## config.mk

```make
export PLATFORM = sky130hd
export DESIGN_NAME = pipeline_hazard_ctrl
export DESIGN_NICKNAME = d
export VERILOG_FILES = /design/src/rtl/pipeline_hazard_ctrl.sv
export SDC_FILE = /design/constraint.sdc
export NUM_CORES = 1
export LEC_CHECK = 0
export BUFFER_PORTS_ARGS = -buffer_cell sky130_fd_sc_hd__clkbuf_2
export CELL_PAD_IN_SITES_DETAIL_PLACEMENT = 1
export CELL_PAD_IN_SITES_GLOBAL_PLACEMENT = 1
export CORE_UTILIZATION = 34
export CTS_CLUSTER_SIZE = 8
export DETAILED_ROUTE_END_ITERATION = 16
export PLACE_DENSITY = 0.93
export SETUP_SLACK_MARGIN = 0.2
export SLEW_MARGIN = 20
export SYNTH_ARGS = -nofsm -noshare
export SYNTH_HDL_FRONTEND = slang
export SYNTH_SLANG_ARGS = --single-unit
```

## constraint.sdc

```tcl
create_clock -name clk_i -period 3.65 [get_ports clk_i]
set_clock_uncertainty 0.1 [all_clocks]
set_input_delay 0.73 -clock clk_i [delete_from_list [all_inputs] [get_ports clk_i]]
set_output_delay 0.73 -clock clk_i [all_outputs]
set_load 0.1 [all_outputs]
```

## src/rtl/pipeline_hazard_ctrl.sv

```systemverilog
// Hazard, stall and forwarding controller for the 5-stage RV32I pipeline.
// Optional macro HAZARD_FORWARDING_EN enables EX operand forwarding.
module pipeline_hazard_ctrl #(
    parameter int REG_ADDR_WIDTH = 5,
    parameter int CNT_WIDTH      = 16
) (
    input  logic                      clk_i,
    input  logic                      rst_ni,
    input  logic [REG_ADDR_WIDTH-1:0] rs1D_i,
    input  logic [REG_ADDR_WIDTH-1:0] rs2D_i,
    input  logic [REG_ADDR_WIDTH-1:0] rs1E_i,
    input  logic [REG_ADDR_WIDTH-1:0] rs2E_i,
    input  logic [REG_ADDR_WIDTH-1:0] rdE_i,
    input  logic [REG_ADDR_WIDTH-1:0] rdM_i,
    input  logic [REG_ADDR_WIDTH-1:0] rdW_i,
    input  logic                      reg_writeE_i,
    input  logic                      reg_writeM_i,
    input  logic                      reg_writeW_i,
    input  logic                      result_srcE_i,
    input  logic                      pc_srcE_i,
    input  logic                      mem_reqM_i,
    input  logic                      mem_ack_i,
    output logic                      stallF_o,
    output logic                      stallD_o,
    output logic                      stallE_o,
    output logic                      stallM_o,
    output logic                      flushD_o,
    output logic                      flushE_o,
    output logic                      flushW_o,
    output logic [1:0]                forwardAE_o,
    output logic [1:0]                forwardBE_o,
    output logic                      mem_busy_o,
    output logic [CNT_WIDTH-1:0]      mem_stall_cnt_o
);

    typedef enum logic {
        S_IDLE,
        S_WAIT
    } state_t;

    state_t               state_q;
    state_t               state_d;
    logic                 pending_flush_q;
    logic                 pending_flush_d;
    logic [CNT_WIDTH-1:0] cnt_q;

    logic mem_stall;
    logic branch_flush;
    logic load_use;
    logic data_hazard;
    logic [1:0] fwd_a;
    logic [1:0] fwd_b;

    assign mem_stall = mem_reqM_i & ~mem_ack_i;
    assign branch_flush = (pc_srcE_i | pending_flush_q) & ~mem_stall;

    assign load_use = result_srcE_i && (rdE_i != '0) &&
                      ((rdE_i == rs1D_i) || (rdE_i == rs2D_i));

`ifdef HAZARD_FORWARDING_EN
    always_comb begin
        fwd_a = 2'b00;
        fwd_b = 2'b00;
        if (reg_writeM_i && (rdM_i != '0) && (rdM_i == rs1E_i))
            fwd_a = 2'b10;
        else if (reg_writeW_i && (rdW_i != '0) && (rdW_i == rs1E_i))
            fwd_a = 2'b01;
        if (reg_writeM_i && (rdM_i != '0) && (rdM_i == rs2E_i))
            fwd_b = 2'b10;
        else if (reg_writeW_i && (rdW_i != '0) && (rdW_i == rs2E_i))
            fwd_b = 2'b01;
    end

    assign data_hazard = load_use;
`else
    logic raw_e;
    logic raw_m;
    logic unused_fwd_inputs;

    assign fwd_a = 2'b00;
    assign fwd_b = 2'b00;

    // Without forwarding, decode waits until the producer reaches W;
    // W needs no stall because the register file writes on the falling edge.
    assign raw_e = reg_writeE_i && (rdE_i != '0) &&
                   ((rdE_i == rs1D_i) || (rdE_i == rs2D_i));
    assign raw_m = reg_writeM_i && (rdM_i != '0) &&
                   ((rdM_i == rs1D_i) || (rdM_i == rs2D_i));

    assign data_hazard = load_use | raw_e | raw_m;
    assign unused_fwd_inputs = ^{rs1E_i, rs2E_i, rdW_i, reg_writeW_i};
`endif

    always_comb begin
        state_d = state_q;
        unique case (state_q)
            S_IDLE: if (mem_stall) state_d = S_WAIT;
            S_WAIT: if (mem_ack_i) state_d = S_IDLE;
            default: state_d = S_IDLE;
        endcase
    end

    // A branch seen during a memory stall is remembered until the stall ends.
    always_comb begin
        pending_flush_d = 1'b0;
        if (mem_stall)
            pending_flush_d = pending_flush_q | pc_srcE_i;
    end

    always_ff @(posedge clk_i or negedge rst_ni) begin
        if (!rst_ni) begin
            state_q         <= S_IDLE;
            pending_flush_q <= 1'b0;
            cnt_q           <= '0;
        end else begin
            state_q         <= state_d;
            pending_flush_q <= pending_flush_d;
            if (mem_stall && (cnt_q != {CNT_WIDTH{1'b1}}))
                cnt_q <= cnt_q + CNT_WIDTH'(1);
        end
    end

    always_comb begin
        stallF_o        = 1'b0;
        stallD_o        = 1'b0;
        stallE_o        = 1'b0;
        stallM_o        = 1'b0;
        flushD_o        = 1'b0;
        flushE_o        = 1'b0;
        flushW_o        = 1'b0;
        forwardAE_o     = 2'b00;
        forwardBE_o     = 2'b00;
        mem_busy_o      = 1'b0;
        mem_stall_cnt_o = '0;
        if (rst_ni) begin
            forwardAE_o     = fwd_a;
            forwardBE_o     = fwd_b;
            mem_busy_o      = (state_q == S_WAIT);
            mem_stall_cnt_o = cnt_q;
            if (mem_stall) begin
                stallF_o = 1'b1;
                stallD_o = 1'b1;
                stallE_o = 1'b1;
                stallM_o = 1'b1;
                flushW_o = 1'b1;
            end else if (branch_flush) begin
                flushD_o = 1'b1;
                flushE_o = 1'b1;
            end else if (data_hazard) begin
                stallF_o = 1'b1;
                stallD_o = 1'b1;
                flushE_o = 1'b1;
            end
        end
    end

endmodule

```

==> results of run 1 <==
## per-layer routing
metal | up-vias | part of all wire | wire, microns | global-route usage
li1 | 554 | - | - | -
met1 | 525 | 0.45 | 1358 | 0.2057
met2 | 40 | 0.48 | 1429 | 0.2806
met3 | 2 | 0.066 | 199 | 0.03750
met4 | 0 | 0.0060 | 18 | 0.02500
met5 | - | 0 | 0 | 0
## final cells by class
cell class	instances	area (sq um)
flip-flops and latches	18	450.4
multi-input cells	114	825.8
clock buffers	3	41.29
repair buffers	52	262.8
fillers	447	2048
well taps	48	60.06
## final timing paths
kind                                start        end  slack [ns]  cells past startpoint
worst min-delay path               rst_ni   cnt_q[4]        0.29                      1
worst max register to register   cnt_q[4]   cnt_q[1]        1.92                      5
worst min register to register  cnt_q[14]  cnt_q[14]        0.38                      1
max in group asynchronous          rst_ni  cnt_q[12]        2.64                      2
min in group clk_i              cnt_q[14]  cnt_q[14]        0.38                      1
worst max-delay path             rdE_i[1]   stallD_o        0.43                      6
## state kept, by name, summed over array words and instances (netlist names)
name             flops
cnt_q               16
pending_flush_q      1
state_q              1
## layout by cell type (no fill, tap or decap), drive strengths merged, types with 2 or more instances in the layout
| cell | n |
|---|---|
| dfrtp | 18 |
| nor2 | 6 |
| and4 | 2 |
| clkbuf | 54 |
| o22ai | 2 |
| xnor2 | 33 |
| nand3 | 16 |
| and2 | 19 |
| nand2 | 10 |
| xor2 | 2 |
| conb | 4 |
| and3 | 8 |
## kinds of logic after synthesis
family | synth area share
buffers and inverters | 0.04563
adder cells (fa/ha/maj) | 0.009504
AND/OR/NAND/NOR | 0.3070
other | 0.002849
multiplexers | 0.01140
XOR/XNOR | 0.2329
flip-flops | 0.3422
AO/OA/AOI/OAI | 0.04848
## through the flow
stage / hold slack (ns) / power [mW] / setup WS, ns
2_1_floorplan: 0.3344 / 0.5408 / 0.2526
3_3_place_gp: 0.3704 / 0.5982 / 0.4677
3_5_place_dp: 0.3828 / 0.6053 / 0.4147
4_1_cts: 0.2970 / 0.7451 / 0.4110
5_1_grt: 0.3205 / 0.7771 / 0.3960
6_report: 0.2944 / 0.7384 / 0.4326
## power by group
group	leakage (nW)	internal [mW]	switching, mW
clock network	0.0216	0.0733	0.0653
logic	0.531	0.0918	0.243
registers	0.240	0.231	0.0335
total	0.793	0.396	0.342
## worst max-delay path: cells and delay by family
family | cells | cell delay (ns)
simple gates | 1 | 0.54
buf+inv | 2 | 0.49
compound gates | 3 | 0.62
==> results by group, run 1 <==
Run status
  – Status: finished clean

Routing
  – Violation count after the first detailed-routing iteration: 8
  – Post-detailed-route wirelength per cell: 12.79 microns
  – DRC errors left: 0
  – First-pass detailed-route iteration total: 4
  – Total Wirelength: roughly 3000 microns
  – Via total after detailed routing: roughly 1100
  – Post-DR vias/cell: 4.770
  – Post-route antenna net violation count: 0

GRT
  – Pin count of the biggest net entering global routing: 23
  – Overall track demand over capacity in global routing: 0.1613
  – Via count of the first global-routing pass: around 1100
  – Global-route wire length before repair: 5230 microns
  – Total overflow reported by the global router: 0
  – Initial antenna violation count: 0

Die
  – Die outline width: 64.22 microns
  – Area of the core: 3689 sq um
  – Initial core utilization: 0.3569
  – I/O pin total: 72
  – Full die area: 4124 sq um
  – Die Y: 64.22 microns
  – Std-Cell Rows: 22

STA
  – Final hold violations: 0
  – Max Clock Freq: 0.3108 GHz
  – Worst slew margin: 0.6359
  – Part of the cycle the worst path needs: 0.8815
  – Slew Viols, Final: 0
  – Summed negative setup slack over all endpoints: 0 ns
  – Slew @ Worst Pin: 0.5485 ns
  – Number of setup violations in the final report: 0
  – Tmin final: 3.217 ns
  – Setup repair after global routing missed its margin: no

Logic synthesis
  – Number of register bits inferred by synthesis: 18
  – Top cells by count, synth: 33 x xnor2_1, 18 x dfrtp_1, 17 x and2_1
  – Cell area after synthesis: 1316 sq um
  – Part of the Yosys area used for sequential elements: 0.3422
  – Post-synth EDFFs: 0
  – Synthesis warning total: 0
  – Share of the synthesized area in the top cell type: 0.3422
  – Mapped Cells: 138
  – Library cell occupying the most area in the post-synthesis netlist: dfrtp_1
  – Unique cell type count in the Yosys netlist: 31
  – Most instantiated library cell after synthesis: xnor2_1
  – Leading cell types by total area after synthesis: dfrtp_1 34%, xnor2_1 22%, and2_1 8.1%, nand3_1 5.7%, buf_4 4.0%
  – Async set or reset register ratio after synthesis: 1.000
  – Post-synthesis average cell area: 9.538 sq um
  – Flip-flop cell with the highest count after synthesis: dfrtp_1

Clock network
  – CTS root buf: clkbuf_8
  – CTS max path bufs: 2
  – PostCTS Resize Cnt: 0
  – Sinks on the clock net: 18
  – Post CTS Setup Buffer Count: 0
  – Clock latency on the worst-skew pair: between 0.2 and 0.3 ns
  – Clock buffers created by TritonCTS: 3
  – Reg clk slew, reported paths: 0.07 ns
  – Quantity of hold-fixing buffers added after cts: 0
  – Htree depth: 1
  – CTS tree: yes

Finish
  – Number of diodes: 0
  – Final design instance area without fill: 1640 sq um
  – Number of nets at the end of the flow: 234
  – Fraction of final layout cells with drive strength greater than 1: 0.3904
  – Fin cells: 235
  – Final design utilization: 0.4447
  – Area growth, synth to finish: 24.62%

Critical path
  – Slowest Stage Delay on Critical Path: 0.54 ns
  – Critical-path cell list: clkbuf_2 -> or4_1 -> o22a_1 -> a32oi_1 -> o21bai_2 -> clkbuf_2
  – Element type at the critical path end: primary output
  – Worst path most repeated cell: clkbuf_2
  – Cell with the largest stage delay on the worst path: or4_1
  – Setup Crit Path Kind: primary input to primary output
  – Critical Path RT: between 2 and 3 ns
  – Startpoint kind of the worst setup timing path: primary input
  – Arrival time of data at the critical path endpoint: around 2.4 ns
  – CP max FO: 3

Power and ir drop
  – Peak supply drop: 0.4409 mV
  – Pwr dens: 450.1 nW/um^2
  – Leakage Power: 0.7926 nW

Placement
  – GP Congestion: 0.7968
  – Hpwl dp: 2416 microns
  – Count of port buffers added during placement: 51
  – Placed inst area: 1599 sq um
  – Placed cells: ~230

Flow run
  – Number of max-cap violations: 0

Min path
  – Kind of path behind the tightest hold check: primary input to async pin
(Power assumes the default switching activity.)
==> run 2, diff against run 1 <==
--- a/config.mk
+++ b/config.mk
@@ -8,10 +8,10 @@
 export BUFFER_PORTS_ARGS = -buffer_cell sky130_fd_sc_hd__clkbuf_2
 export CELL_PAD_IN_SITES_DETAIL_PLACEMENT = 1
 export CELL_PAD_IN_SITES_GLOBAL_PLACEMENT = 1
-export CORE_UTILIZATION = 34
+export CORE_UTILIZATION = 32
 export CTS_CLUSTER_SIZE = 8
 export DETAILED_ROUTE_END_ITERATION = 16
-export PLACE_DENSITY = 0.93
+export PLACE_DENSITY = 0.88
 export SETUP_SLACK_MARGIN = 0.2
 export SLEW_MARGIN = 20
 export SYNTH_ARGS = -nofsm -noshare
==> constraint.sdc (replaced) <==
create_clock -name clk_i -period 3.55 [get_ports clk_i]
set_clock_uncertainty 0.1 [all_clocks]
set_input_delay 0.71 -clock clk_i [delete_from_list [all_inputs] [get_ports clk_i]]
set_output_delay 0.71 -clock clk_i [all_outputs]
set_load 0.1 [all_outputs]
==> run 2 against run 1 <==
  * Via count is 0.89% higher
  * Cell count is 0.43% higher
  * Critical path depth stayed put
  * Count of clock-buffer cells in the layout stayed put
  * First-iteration DRC count is 38% higher
  * Setup slack worse by 0.032 ns
  * Power is 3.5% higher
  * Routed wire length is 6.2% higher
  * Combinational power is 4% higher
  * Utilization is 1.1 points lower
  * Critical path type unchanged
==> results by group, run 2 (same netlist as run 1, synthesis figures left out) <==
STA
  – Worst slew margin: 0.6371
  – Setup repair after global routing missed its margin: no
  – Number of setup violations in the final report: 0
  – Final hold violations: 0
  – Part of the cycle the worst path needs: 0.8871
  – Slew Viols, Final: 0
  – Slew @ Worst Pin: 0.5466 ns
  – Max Clock Freq: 0.3175 GHz
  – Summed negative setup slack over all endpoints: 0 ns
  – Tmin final: 3.149 ns

Min path
  – Kind of path behind the tightest hold check: primary input to async pin

Finish
  – Highest-count cells in the layout ignoring fill and taps: 51 x clkbuf_2, 33 x xnor2_1, 18 x dfrtp_1
  – Largest registers: cnt_q x16, pending_flush_q x1, state_q x1
  – Area growth, synth to finish: 25.19%
  – Flip-flop count of the largest register after layout: 16
  – Final design utilization: 0.4338
  – Most common library cell in the layout ignoring fill and taps: clkbuf_2
  – Register with the most flip-flops: cnt_q
  – Number of diodes: 0
  – Number of nets at the end of the flow: 235
  – Fraction of final layout cells with drive strength greater than 1: 0.3936

Clock network
  – CTS max path bufs: 2
  – Quantity of hold-fixing buffers added after cts: 0
  – PostCTS Resize Cnt: 0
  – Post CTS Setup Buffer Count: 0
  – Clock buffers created by TritonCTS: 3
  – CTS tree: yes
  – Htree depth: 1
  – CTS root buf: clkbuf_8
  – Clock latency on the worst-skew pair: between 0.2 and 0.3 ns
  – Reg clk slew, reported paths: about 0.060 ns
  – Sinks on the clock net: 18

Routing
  – First-pass detailed-route iteration total: 2
  – Post-DR vias/cell: roughly 4.8
  – Total Wirelength: approximately 3200 microns
  – DRC errors left: 0
  – Post-route antenna net violation count: 0
  – Post-detailed-route wirelength per cell: 13.53 microns
  – Violation count after the first detailed-routing iteration: 11
  – Via total after detailed routing: 1131

Power and ir drop
  – Peak supply drop: 0.2862 mV
  – Pwr dens: between 400 and 500 nW/um^2
  – Leakage Power: 0.7974 nW
  – Total power: about 0.76 mW

Critical path
  – CP max FO: 3
  – Arrival time of data at the critical path endpoint: 2.34 ns
  – Setup Crit Path Kind: primary input to primary output
  – Worst setup slack for register-to-register paths: between 1.5 and 2 ns
  – Element type at the critical path end: primary output
  – Critical Path RT: 2.74 ns
  – Startpoint kind of the worst setup timing path: primary input

GRT
  – Overall track demand over capacity in global routing: 0.1568
  – Initial antenna violation count: 0
  – Total overflow reported by the global router: 0
  – Global-route wire length before repair: about 5300 microns
  – Via count of the first global-routing pass: 1173
  – Pin count of the biggest net entering global routing: 18

Die
  – Initial core utilization: 0.3465
  – Std-Cell Rows: 22
  – Die outline width: 66.14 microns
  – Full die area: 4374 sq um
  – Area of the core: 3799 sq um
  – I/O pin total: 72
  – Die Y: 66.14 microns

Placement
  – Count of port buffers added during placement: 51
  – GP Congestion: 0.7499
  – Hpwl dp: 2686 microns

Run status
  – Status: finished clean

Flow run
  – Number of max-cap violations: 0
## run 2: layout make-up
class	instances	area (sq um)
timing repair buffer	53	270.3
fill	468	2151
sequential	18	450.4
tap	48	60.06
multi-input combinational	114	825.8
clock buffer	3	41.29
## run 2: power breakdown
| group | leakage, nW | switching [mW] | internal [mW] |
|---|---|---|---|
| registers | 0.240 | 0.0382 | 0.238 |
| clock network | 0.0216 | 0.0646 | 0.0753 |
| logic | 0.536 | 0.253 | 0.0951 |
| total | 0.797 | 0.356 | 0.408 |
## run 2: per-stage QoR
stage,area (sq um),cells,hold WS [ns],setup WS (ns)
3_5_place_dp,1607,233,0.3769,0.4068
4_1_cts,1648,236,0.1914,0.4008
3_3_place_gp,1607,233,0.3715,0.4183
5_1_grt,1648,236,0.1924,0.3445
6_report,1648,236,0.1890,0.4006
2_1_floorplan,1336,141,0.3144,0.1926
## run 2: final timing paths
check	startpoint	endpoint	depth (start not counted)
max	rdE_i[1]	stallD_o	6
min	rst_ni	state_q	1
max reg2reg	cnt_q[4]	cnt_q[1]	5
min reg2reg	cnt_q[10]	cnt_q[10]	1
max in group asynchronous	rst_ni	cnt_q[12]	2
min in group clk_i	cnt_q[10]	cnt_q[10]	1
## run 2: critical path, cell delays in order
cell      delay (ns)
clkbuf_2        0.12
or4_1           0.54
o22a_1          0.20
a32oi_1         0.26
o21bai_2        0.13
clkbuf_2        0.38
## run 2: routing by layer
metal	vias up	routed length [microns]	GRT usage
met5	-	0	0
met4	0	12	0.02394
met3	2	170	0.02759
met2	36	1671	0.3099
met1	539	1337	0.1739
li1	554	-	-
==> run 3, diff against run 2 <==
--- a/config.mk
+++ b/config.mk
@@ -5,13 +5,14 @@
 export SDC_FILE = /design/constraint.sdc
 export NUM_CORES = 1
 export LEC_CHECK = 0
+export ABC_AREA = 1
 export BUFFER_PORTS_ARGS = -buffer_cell sky130_fd_sc_hd__clkbuf_2
 export CELL_PAD_IN_SITES_DETAIL_PLACEMENT = 1
 export CELL_PAD_IN_SITES_GLOBAL_PLACEMENT = 1
-export CORE_UTILIZATION = 32
+export CORE_UTILIZATION = 31
 export CTS_CLUSTER_SIZE = 8
 export DETAILED_ROUTE_END_ITERATION = 16
-export PLACE_DENSITY = 0.88
+export PLACE_DENSITY = 0.89
 export SETUP_SLACK_MARGIN = 0.2
 export SLEW_MARGIN = 20
 export SYNTH_ARGS = -nofsm -noshare
==> run 3 against run 2 <==
  * Register-to-register slack lost 0.41 ns
  * Cell count grew 58%
  * Maximum frequency grew 11%
  * Critical endpoint unchanged
  * Highest routed layer unchanged
  * Power grew 12%
  * Hold slack gained 0.14 ns
  * Area after synthesis up 19%
  * Sequential power up 2%
  * Sequential share of layout area shrank 3.9 points
  * Die area up 22%
  * Routed wire length up 32%
==> results by group, run 3 <==
Run status
  – Status: finished clean

Die
  – Full die area: 5346 sq um
  – Area of the core: 4786 sq um
  – Die Y: 73.12 microns
  – I/O pin total: 72
  – Die outline width: between 70 and 80 microns
  – Initial core utilization: 0.3276
  – Std-Cell Rows: 25

Critical path
  – Setup Crit Path Kind: primary input to primary output
  – Critical Path RT: around 2.7 ns
  – Startpoint kind of the worst setup timing path: primary input
  – Element type at the critical path end: primary output
  – Launching element of the worst setup path: rdM_i[3]
  – Slowest Stage Delay on Critical Path: ~0.45 ns
  – Worst path most repeated cell: nand2_1
  – CP Capture Point: stallD_o
  – CP max FO: 3
  – Arrival time of data at the critical path endpoint: 2.03 ns
  – Depth of the most critical reg-to-reg path: 9
  – Cell with the largest stage delay on the worst path: clkbuf_2
  – Reg2Reg Launch Point: cnt_q[0]
  – Critical-path cell list: clkbuf_2 -> inv_1 -> nand2_1 -> nand2_1 -> nor2_1 -> nand3_1 -> nand2_1 -> nand2_1 -> nand2_1 -> nand2_1 -> nand2_1 -> clkbuf_2
  – Worst flop-to-flop path endpoint: cnt_q[8]
  – Worst setup slack for register-to-register paths: between 1 and 1.5 ns

STA
  – Setup repair after global routing missed its margin: no
  – Slew @ Worst Pin: 0.5605 ns
  – Part of the cycle the worst path needs: 0.8005
  – Worst path setup slack after routing: approximately 0.7 ns
  – Number of setup violations in the final report: 0
  – Final hold violations: 0
  – Max Clock Freq: 0.3519 GHz
  – Worst slew margin: 0.6279
  – Tmin final: 2.842 ns
  – Slew Viols, Final: 0

Placement
  – Placed inst area: approximately 1900 sq um
  – Hpwl dp: 3505 microns
  – Count of port buffers added during placement: 51
  – GP Congestion: roughly 0.85
  – Placed cells: 370
  – Worst Setup Slack post-DPL: 0.7140 ns

Routing
  – First-pass detailed-route iteration total: 4
  – Post-DR vias/cell: between 4 and 5
  – Total Wirelength: about 4200 microns
  – Post-route antenna net violation count: 0
  – Violation count after the first detailed-routing iteration: 44
  – DRC errors left: 0
  – Via total after detailed routing: 1664
  – Post-detailed-route wirelength per cell: 11.23 microns

Clock network
  – Quantity of hold-fixing buffers added after cts: 0
  – Reg clk slew, reported paths: 0.08 ns
  – CTS max path bufs: 2
  – Htree depth: 1
  – CTS root buf: clkbuf_8
  – Clock latency on the worst-skew pair: 0.25 ns
  – PostCTS Resize Cnt: 0
  – Sinks on the clock net: 18
  – CTS tree: yes
  – Post CTS Setup Buffer Count: 0
  – Clock buffers created by TritonCTS: 3

GRT
  – Total overflow reported by the global router: 0
  – Pin count of the biggest net entering global routing: 20
  – Global routing met3 resource utilization: 0.01243
  – Global-route wire length before repair: 6975 microns
  – GR peak layer: met2
  – Initial antenna violation count: 0
  – Overall track demand over capacity in global routing: 0.1655
  – Via count of the first global-routing pass: between 1500 and 2000
  – Met1 track demand over resource in global routing: 0.2029
  – GR Layer Usage met2: 0.3097

Logic synthesis
  – Number of register bits inferred by synthesis: 18
  – Most instantiated library cell after synthesis: nand2_1
  – Library cell occupying the most area in the post-synthesis netlist: dfrtp_1
  – Share of the synthesized area in the top cell type: 0.2873
  – Post-synth EDFFs: 0
  – Part of the Yosys area used for sequential elements: 0.2873
  – Cell area after synthesis: about 1600 sq um
  – Mapped Cells: ~260
  – Top cells by count, synth: 92 x nand2_1, 52 x inv_1, 29 x nor2_1
  – Post-synthesis average cell area: 6.077 sq um
  – Flip-flop cell with the highest count after synthesis: dfrtp_1
  – Unique cell type count in the Yosys netlist: 23
  – Synthesis warning total: 0
  – Leading cell types by total area after synthesis: dfrtp_1 29%, nand2_1 22%, inv_1 12%, nor2_1 6.9%, xnor2_1 4.5%
  – Async set or reset register ratio after synthesis: 1.000

Power and ir drop
  – Pwr dens: between 400 and 500 nW/um^2
  – Peak supply drop: 0.3455 mV
  – Leakage Power: 1.214 nW

Finish
  – Number of nets at the end of the flow: between 300 and 400
  – Largest registers: cnt_q x16, pending_flush_q x1, state_q x1
  – Area growth, synth to finish: 22.59%
  – Fin cells: 374
  – Number of diodes: 0
  – Register with the most flip-flops: cnt_q
  – Most common library cell in the layout ignoring fill and taps: nand2_1
  – Fraction of final layout cells with drive strength greater than 1: 0.2150
  – Highest-count cells in the layout ignoring fill and taps: 92 x nand2_1, 52 x inv_1, 51 x clkbuf_2
  – Flip-flop count of the largest register after layout: 16
  – Final design instance area without fill: between 1500 and 2000 sq um

Flow run
  – Number of max-cap violations: 0

Min path
  – Kind of path behind the tightest hold check: primary input to async pin
run 3: report_power, final:
group	leakage [nW]	internal [mW]	total [mW]	switching [mW]
Clock	0.0288	0.0986	0.174	0.0755
Sequential	0.234	0.240	0.282	0.0420
Combinational	0.952	0.0858	0.399	0.314
run 3: layer usage:
metal	vias to the layer above	share of wire
met5	-	0
met3	2	0.027
li1	847	-
met1	784	0.45
met4	0	0.0050
met2	31	0.52
run 3: cells by family after synthesis:
family                   after synthesis  share of synthesized area
XOR/XNOR                              17                    0.09977
AO/OA/AOI/OAI                          7                    0.02234
AND/OR/NAND/NOR                      150                     0.4030
other                                  1                   0.002392
adder cells (fa/ha/maj)                1                   0.007980
buffers and inverters                 64                     0.1772
flip-flops                            18                     0.2873
run 3: area by class of cell:
class                      count  area [sq um]
clock buffer                   4         55.05
fill                         678          2864
inverter                      53         198.9
multi-input combinational    179         863.3
sequential                    18         450.4
tap                           67         83.83
timing repair buffer          53         270.3
run 3: metrics by stage:
stage / TNS (ns) / util / hold WS [ns] / total power [mW]
2_1_floorplan: -0.09462 / - / 0.3144 / 0.6057
4_1_cts: 0 / 0.4016 / 0.3302 / 0.8610
3_5_place_dp: 0 / 0.3901 / 0.4230 / 0.6886
6_report: 0 / 0.4016 / 0.3260 / 0.8554
5_1_grt: 0 / 0.4016 / 0.3450 / 0.8983
3_3_place_gp: 0 / 0.3901 / 0.4051 / 0.6742
run 3: worst min-delay path by stage:
stage | end | depth (start not counted)
2_1_floorplan | cnt_q[0] | 0
3_3_place_gp | cnt_q[15] | 2
3_5_place_dp | cnt_q[7] | 1
4_1_cts | cnt_q[4] | 2
5_1_grt | state_q | 2
6_report | state_q | 2
run 3: worst max-delay path, delay by kind of cell:
| family | cells | cell delay [ns] |
|---|---|---|
| and+or+nand+nor | 9 | 0.68 |
| buffers and inverters | 3 | 0.64 |
